### config.mk
export PLATFORM = sky130hd
export DESIGN_NAME = axi_lite_stream_master
export DESIGN_NICKNAME = d
export VERILOG_FILES = /design/src/rtl/axi_lite_stream_master.sv
export SDC_FILE = /design/constraint.sdc
export NUM_CORES = 1
export LEC_CHECK = 0
export CORE_MARGIN = 1
export CORE_UTILIZATION = 30
export DETAILED_ROUTE_END_ITERATION = 8
export GPL_TIMING_DRIVEN = 0
export PLACE_DENSITY = 0.68
export SYNTH_ARGS = -nofsm -noshare
export SYNTH_HDL_FRONTEND = slang
export SYNTH_SLANG_ARGS = --single-unit
### constraint.sdc
create_clock -name clk -period 1.87 [get_ports clk]
set_input_delay 0.187 -clock clk [delete_from_list [all_inputs] [get_ports clk]]
set_output_delay 0.187 -clock clk [all_outputs]
set_load 0.02 [all_outputs]
### src/rtl/axi_lite_stream_master.sv
// ---------------------------------------------------------------------------
// axi_lite_stream_master
//
// Converts a command stream into single AXI4-Lite transactions. Each command
// carries an address (upper ADDR_WD bits of s_tdata) and data (lower DATA_WD
// bits). The keep bits select the operation:
//   address keep all ones, data keep non-zero -> write, wstrb = data keep
//   address keep all ones, data keep zero     -> read, result on rd_* stream
//   address keep not all ones                 -> dropped, counted as error
// Only one transaction is in flight at a time.
//
// Ports
//   clk, rst                      clock, synchronous active-high reset
//   s_tvalid/s_tready/s_tdata/s_tkeep   command stream in
//   aw*, w*, b*                   AXI-lite write channels
//   ar*, r*                       AXI-lite read channels
//   rd_tvalid/rd_tready/rd_tdata/rd_tresp  read result stream out
//   err_cnt                       saturating count of error responses and
//                                 dropped commands
// ---------------------------------------------------------------------------
module axi_lite_stream_master #(
   parameter int DATA_WD = 32,
   parameter int ADDR_WD = 32,
   parameter int CNT_WD  = 16,
   localparam int KEEP_WD = (ADDR_WD + DATA_WD) / 8,
   localparam int STRB_WD = DATA_WD / 8
) (
   input  logic                       clk,
   input  logic                       rst,
   // command stream
   input  logic                       s_tvalid,
   output logic                       s_tready,
   input  logic [ADDR_WD+DATA_WD-1:0] s_tdata,
   input  logic [KEEP_WD-1:0]         s_tkeep,
   // write address / data / response
   output logic                       awvalid,
   input  logic                       awready,
   output logic [ADDR_WD-1:0]         awaddr,
   output logic                       wvalid,
   input  logic                       wready,
   output logic [DATA_WD-1:0]         wdata,
   output logic [STRB_WD-1:0]         wstrb,
   input  logic                       bvalid,
   output logic                       bready,
   input  logic [1:0]                 bresp,
   // read address / data
   output logic                       arvalid,
   input  logic                       arready,
   output logic [ADDR_WD-1:0]         araddr,
   input  logic                       rvalid,
   output logic                       rready,
   input  logic [DATA_WD-1:0]         rdata,
   input  logic [1:0]                 rresp,
   // read result stream
   output logic                       rd_tvalid,
   input  logic                       rd_tready,
   output logic [DATA_WD-1:0]         rd_tdata,
   output logic [1:0]                 rd_tresp,
   // status
   output logic [CNT_WD-1:0]          err_cnt
);

   localparam int AKEEP_WD = ADDR_WD / 8;

   typedef enum logic [2:0] {
      IDLE = 3'd0,
      WR   = 3'd1,
      WB   = 3'd2,
      RA   = 3'd3,
      RD   = 3'd4,
      RO   = 3'd5
   } state_t;

   state_t              state_reg, state_next;
   logic [ADDR_WD-1:0]  addr_reg;
   logic [DATA_WD-1:0]  data_reg;
   logic [STRB_WD-1:0]  strb_reg;
   logic                aw_pend_reg;
   logic                w_pend_reg;
   logic [DATA_WD-1:0]  rd_data_reg;
   logic [1:0]          rd_resp_reg;
   logic [CNT_WD-1:0]   err_cnt_reg;

   logic                addr_keep_full;
   logic [STRB_WD-1:0]  data_keep;
   logic                accept;
   logic                is_write;
   logic                err_inc;

   assign addr_keep_full = &s_tkeep[KEEP_WD-1 -: AKEEP_WD];
   assign data_keep      = s_tkeep[STRB_WD-1:0];
   assign accept         = s_tvalid && (state_reg == IDLE);
   assign is_write       = addr_keep_full && (data_keep != '0);

   // Next state, handshake outputs and error increment. Valids come from
   // registered state only, so no valid ever waits on a ready combinationally.
   always_comb begin
      state_next = state_reg;
      err_inc    = 1'b0;
      s_tready   = 1'b0;
      awvalid    = 1'b0;
      wvalid     = 1'b0;
      bready     = 1'b0;
      arvalid    = 1'b0;
      rready     = 1'b0;
      rd_tvalid  = 1'b0;
      case (state_reg)
         IDLE: begin
            s_tready = 1'b1;
            if (s_tvalid) begin
               if (!addr_keep_full) begin
                  err_inc = 1'b1;
               end else if (data_keep != '0) begin
                  state_next = WR;
               end else begin
                  state_next = RA;
               end
            end
         end
         WR: begin
            awvalid = aw_pend_reg;
            wvalid  = w_pend_reg;
            // Each channel counts as done if it already fired or fires now.
            if ((!aw_pend_reg || awready) && (!w_pend_reg || wready)) begin
               state_next = WB;
            end
         end
         WB: begin
            bready = 1'b1;
            if (bvalid) begin
               state_next = IDLE;
               err_inc    = (bresp != 2'b00);
            end
         end
         RA: begin
            arvalid = 1'b1;
            if (arready) begin
               state_next = RD;
            end
         end
         RD: begin
            rready = 1'b1;
            if (rvalid) begin
               state_next = RO;
               err_inc    = (rresp != 2'b00);
            end
         end
         RO: begin
            rd_tvalid = 1'b1;
            if (rd_tready) begin
               state_next = IDLE;
            end
         end
         default: begin
            state_next = IDLE;
         end
      endcase
   end

   always_ff @(posedge clk) begin
      if (rst) begin
         state_reg   <= IDLE;
         addr_reg    <= '0;
         data_reg    <= '0;
         strb_reg    <= '0;
         aw_pend_reg <= 1'b0;
         w_pend_reg  <= 1'b0;
         rd_data_reg <= '0;
         rd_resp_reg <= 2'b00;
         err_cnt_reg <= '0;
      end else begin
         state_reg <= state_next;

         if (accept) begin
            addr_reg    <= s_tdata[ADDR_WD+DATA_WD-1 -: ADDR_WD];
            data_reg    <= s_tdata[DATA_WD-1:0];
            strb_reg    <= data_keep;
            aw_pend_reg <= is_write;
            w_pend_reg  <= is_write;
         end

         if (state_reg == WR) begin
            if (awready) begin
               aw_pend_reg <= 1'b0;
            end
            if (wready) begin
               w_pend_reg <= 1'b0;
            end
         end

         if ((state_reg == RD) && rvalid) begin
            rd_data_reg <= rdata;
            rd_resp_reg <= rresp;
         end

         // Saturate rather than wrap so a stuck error source stays visible.
         if (err_inc && (err_cnt_reg != {CNT_WD{1'b1}})) begin
            err_cnt_reg <= err_cnt_reg + 1'b1;
         end
      end
   end

   assign awaddr   = addr_reg;
   assign araddr   = addr_reg;
   assign wdata    = data_reg;
   assign wstrb    = strb_reg;
   assign rd_tdata = rd_data_reg;
   assign rd_tresp = rd_resp_reg;
   assign err_cnt  = err_cnt_reg;

endmodule

=== Word-level counts from Yosys, hierarchy flattened ===
Cells that the tools add are included.

* Add/subtract/negate cells: 1
* $mul: 0
* Div/mod/pow operators: 0
* $lt $le $gt $ge: 0
* Equality and inequality tests: 13
* Shift operators: 0
* Mux-type cells: 27
* Bitwise logic cells: 0
* Reduce and logical (&&, ||, !) cells: 15

{| class="wikitable"
|+ Operator list
! kind !! number
|-
| 3-bit 2-to-1 mux || 7
|-
| 3-bit one-hot mux with 6 select lines || 1
|-
| 1-bit 2-to-1 mux || 17
|-
| 16-bit by 1-bit adder with 16-bit output, second input constant || 1
|-
| 16-bit != test, second input constant || 1
|-
| 2-bit != test, second input constant || 7
|-
| 7-bit AND reduction || 1
|-
| 3-bit by 2-bit == test with 1-bit output, second input constant || 2
|-
| 3-bit == test, second input constant || 2
|-
| 1-bit logical AND || 5
|-
| 4-bit AND reduction || 1
|-
| 2-bit nonzero test || 2
|-
| 4-bit nonzero test || 1
|-
| 3-bit by 1-bit == test with 1-bit output, second input constant || 1
|-
| 3-bit logical NOT || 1
|-
| 1-bit one-hot mux with 3 select lines || 1
|-
| 1-bit logical NOT || 2
|-
| 1-bit logical OR || 2
|-
| 2-bit 2-to-1 mux || 1
|}

* Bits in registers: 123
* Latch bits: 0
* Memory bits (writable): 0
* Bits in read-only memories: 0
* Input port bits: 117
* Output and inout port bits: 157
* Logic and storage cells: 65
* Memories: 0

=== Longest topological paths before layout ===
* Depth in word-level cells: 5
* Mapped depth: 8
* Gate-level depth less buffers: 6

=== Worst setup path after synthesis ===
No wires, ideal clock.

* Path type: reg-to-reg
* From: register state_reg[1]
* To: register data_reg[12], in the netlist wdata[12]
* Setup time: 0.071 ns
* Data arrival time: 2.073 ns
* Data required time: 1.799 ns
* Setup slack: -0.274 ns
* Stages on the path, launching flop included: 9
* Path buffers: 4
* Period minus slack after synthesis: 2.144 ns
* Cells stage by stage: dfxtp_1 buf_6 nor3_1 and2_1 clkbuf_1 clkbuf_1 clkbuf_1 nand2_1 a21oi_1

* Longest elaborated chain between the ends: 2

{| class="wikitable"
|+ Ends and longest elaborated chain
! what !! line !! text
|-
| from (decl) || 74 || <nowiki>state_t state_reg, state_next;</nowiki>
|-
| from (signal assigned) || 172 || <nowiki>state_reg <= state_next;</nowiki>
|-
| 3-bit logical NOT || 92 || <nowiki>assign accept = s_tvalid && (state_reg == IDLE);</nowiki>
|-
| 1-bit logical AND || 92 ||
|-
| to (signal assigned) || 176 || <nowiki>data_reg <= s_tdata[DATA_WD-1:0];</nowiki>
|-
| to (decl) || 76 || <nowiki>logic [DATA_WD-1:0] data_reg;</nowiki>
|}

Every way passes these cells.
A chain may end at the register's enable or synchronous reset.

=== Final worst setup path ===
* From: register state_reg[1]
* To: register err_cnt_reg[10], in the netlist err_cnt[10]

* Longest elaborated chain between the ends: 3
* Elaborated cells on any way between the ends: 5
* Classes of those cells: 2 x eq/ne; 1 x mux; 2 x reduce/logical

{| class="wikitable"
|+ Ends and longest elaborated chain
! what !! line !! text
|-
| 3-bit == test, or another cell as far along || 107 || <nowiki>case (state_reg)</nowiki>
|-
| 1-bit one-hot mux with 3 select lines * || 107 ||
|-
| 1-bit logical AND * || 197 || <nowiki>if (err_inc && (err_cnt_reg != {CNT_WD{1'b1}})) begin</nowiki>
|-
| to (signal assigned) || 198 || <nowiki>err_cnt_reg <= err_cnt_reg + 1'b1;</nowiki>
|-
| to (decl) || 82 || <nowiki>logic [CNT_WD-1:0] err_cnt_reg;</nowiki>
|}

Every way passes the cells marked *; elsewhere a longest branch is shown, timed or not.

==> run summary <==
Max-Slew Margin vs Limit = 0.5685
Critical path start-end classification = reg -> reg
Vias in the first global route = 4819
Power density over the cells = 909.3 mW/mm^2
Summed area of non-filler cells in the final layout = 0.008802 mm^2
Peak supply drop = 575.7 uV
Maximum number of pins on one net before global-route repair = 17
Overall power consumption = 0.008004 W
Routed wire per std cell = 14.46 um
Number of iterations in the first detailed-routing pass = 4
Most used standard cell by instance count after synthesis = sky130_fd_sc_hd__nand2_1
Fin. Hold Viols = 0
Minimum clock period after layout = 1.960 ns
Antenna violations before repair = 0
Post-detailed-route DRC marker count = 0
Area growth, synth to finish = 78.64%
Layout cells sized above 1 = 0.1409
Row count = 46
Number of distinct standard cells referenced by the synthesized netlist = 40
Effective utilization at floorplan = 0.3091
Master cell of the clock root buffer = sky130_fd_sc_hd__clkbuf_16
Number of clock buffers inserted by TritonCTS = 17
Peak Freq = 0.5103 GHz
Post-detailed-route via-to-cell ratio = 4.557
Final nets = 1049
Worst hold stages = 3
Max Transition Viols Final = 0
Wire length of the first global-routing pass = 25100 um
Area share of the leading cell type in the synthesized netlist = 0.4997
Filler cell count in the final layout = 1487
CP required = 2.21 ns
Worst R2R Path Depth = 7
Kind of end point of the critical path = flop
Number of top-level design ports = 274
Area after detailed placement = 0.007929 mm^2
Total length of routed wires = 16780 um
Violated checks = setup timing
Clock insertion delay at the later pin of the skew report = 0.42 ns
Crit path launch type = flop
Total routing resource utilization after global routing = 0.1955
Die outline height = 130.2 um
Critical path's most frequent cell = sky130_fd_sc_hd__buf_6
Clk slew on worst S/H paths = 0.06 ns
Number of storage elements in the synthesis netlist = 123
Worst setup skew after layout = 0.007031 ns
I/O Buffers = 272
Top post-synthesis cells by area = sky130_fd_sc_hd__dfxtp_1 (50%), sky130_fd_sc_hd__nand2_1 (16%), sky130_fd_sc_hd__a21oi_1 (11%)
RD Place Congestion = 0.7873
Slowest Stage Delay on Critical Path = 0.56 ns
Count of hold-fix buffers inserted at cts = 0
Area of the multi-input gates = 0.002156 mm^2
Sequential cell area fraction in the yosys report = 0.4997
Clock tree sinks = 123
Final antenna-violating net count = 0
Congestion Overflow GR = 0
Post-route fraction of the period consumed by the critical path = 1.048
Number of diodes added for antenna fixing = 0
Cell count after synthesis = 625
Post-placement cell count = 1113
Unrepaired setup endpoints after global routing = true
Die outline width = 130.2 um
Count of endpoints failing setup in the final report = 10
Post-synth design cell area = 0.004927 mm^2
WP data arrival = 2.30 ns
Estimated wirelength of the detail-placed design = 12440 um
Async set-reset flop share out of synthesis = 0
Primary flip-flop cell chosen by synthesis mapping = sky130_fd_sc_hd__dfxtp_1
Leakage power = 3.244 nW
Tightest Pin Transition = 0.6472 ns
Synthesized area divided by synthesized cell count = 7.884 um^2
Final non-filler cell total = 1160
Path type of the worst min-delay path = in -> reg
Warnings from Yosys = 0
Clock tree from TritonCTS = yes
Setup slack after layout = -0.08962 ns
Syn Nets = 743
Area of the core = 0.01594 mm^2
Cell Chain, Critical Path = buf_6 -> or4b_4 -> nor2_8 -> o21ai_4 -> buf_6 -> or3_4 -> a21oi_2
Crit Path Max Fanout = 7
CTS H-tree lvls = 4
Die Outline Area = 0.01694 mm^2
Bufs on Longest Clock Path = 2
Vias = 5286
Total area of sequential cells = 0.002474 mm^2
Number of violations reported at the end of detailed-routing iteration 0 = 193
Commonest cells post-synth = sky130_fd_sc_hd__nand2_1 (214), sky130_fd_sc_hd__dfxtp_1 (123), sky130_fd_sc_hd__a21oi_1 (113)
Maxcap violations = 0
Status = complete, but fails checks
Count of flip-flops with a built-in enable after synthesis = 0
Cell type with the largest total area after synthesis = sky130_fd_sc_hd__dfxtp_1
Critical-path top delay cell = sky130_fd_sc_hd__or4b_4
==> final timing paths <==
kind | from | to | slack [ns]
worst max-delay path | state_reg[1] | err_cnt[10] | -0.09
worst min-delay path | rdata[1] | rd_tdata[1] | 0.31
worst max register to register | state_reg[1] | err_cnt[10] | -0.09
worst min register to register | wstrb[2] | wstrb[2] | 0.45
==> layout by cell type (no fill, tap or decap), types with 5 or more instances in the layout <==
cell	instances
sky130_fd_sc_hd__nand2_1	214
sky130_fd_sc_hd__nor2_1	14
sky130_fd_sc_hd__dfxtp_1	114
sky130_fd_sc_hd__buf_6	6
sky130_fd_sc_hd__buf_4	46
sky130_fd_sc_hd__clkbuf_1	22
sky130_fd_sc_hd__inv_6	6
sky130_fd_sc_hd__or3_1	5
sky130_fd_sc_hd__o21ai_1	5
sky130_fd_sc_hd__nand3_1	8
sky130_fd_sc_hd__nand2b_1	7
sky130_fd_sc_hd__clkbuf_2	14
sky130_fd_sc_hd__dfxtp_2	9
sky130_fd_sc_hd__a21oi_1	111
sky130_fd_sc_hd__clkdlybuf4s50_1	265
sky130_fd_sc_hd__clkbuf_16	17
==> stage by stage <==
step	utilization	worst slack, ns	setup TNS (ns)	hold WS (ns)
after floorplan	-	-0.05840	-0.1001	0.2982
after global placement	0.4973	-0.3909	-20.96	0.4407
after detailed placement	0.4973	-0.4483	-24.24	0.4457
after CTS	0.5460	-0.1646	-1.190	0.2942
after global routing	0.5521	-0.1546	-2.433	0.3055
final	0.5521	-0.08962	-0.3537	0.3114
==> power breakdown <==
| group | switching, W | leakage (nW) | internal (W) | total, W |
|---|---|---|---|---|
| sequential | 0.000105 | 1.01 | 0.00277 | 0.00288 |
| combinational | 0.000830 | 1.95 | 0.000886 | 0.00172 |
| clock | 0.00129 | 0.288 | 0.00212 | 0.00341 |
==> cell families (layout without fill, tap and decap cells) <==
logic type / Yosys count / in the layout / share of synthesized area
AND/OR/NAND/NOR: 283 / 283 / 0.2486
AO/OA/AOI/OAI: 136 / 136 / 0.1496
flip-flops: 123 / 123 / 0.4997
buffers and inverters: 75 / 394 / 0.08634
XOR/XNOR: 4 / 4 / 0.007109
multiplexers: 3 / 3 / 0.006095
adder cells (fa/ha/maj): 1 / 1 / 0.002539
==> cell type report <==
| class | count | share of cell area |
|---|---|---|
| inverter | 2 | 0.0008529 |
| multi-input combinational | 427 | 0.2449 |
| tap | 216 | 0.03070 |
| clock inverter | 15 | 0.02118 |
| timing repair buffer | 290 | 0.3245 |
| buffer | 70 | 0.04847 |
| sequential | 123 | 0.2810 |
| clock buffer | 17 | 0.04833 |
==> worst max-delay path: cells and delay by family (launching register included) <==
kind,cells,cell delay (ns)
AND/OR/NAND/NOR,3,1.05
AO/OA/AOI/OAI,2,0.24
buffers and inverters,2,0.28
flip-flops,1,0.31
==> routing by layer <==
layer	wire length, um	part of all wire	GRT usage	vias to the layer above
li1	-	-	-	2658
met1	6687	0.40	0.2214	2368
met2	8081	0.48	0.3288	232
met3	1683	0.10	0.07585	28
met4	327	0.019	0.07866	0
met5	0	0	0	-
==> timing repair <==
action	CTS	global route
gates resized for setup	38	46
endpoints found under the setup margin	118	121
pin swaps	16	16
cloned	0	0
buffers inserted	12	6
hold endpoints to repair	0	0
(Power assumes the default switching activity.)
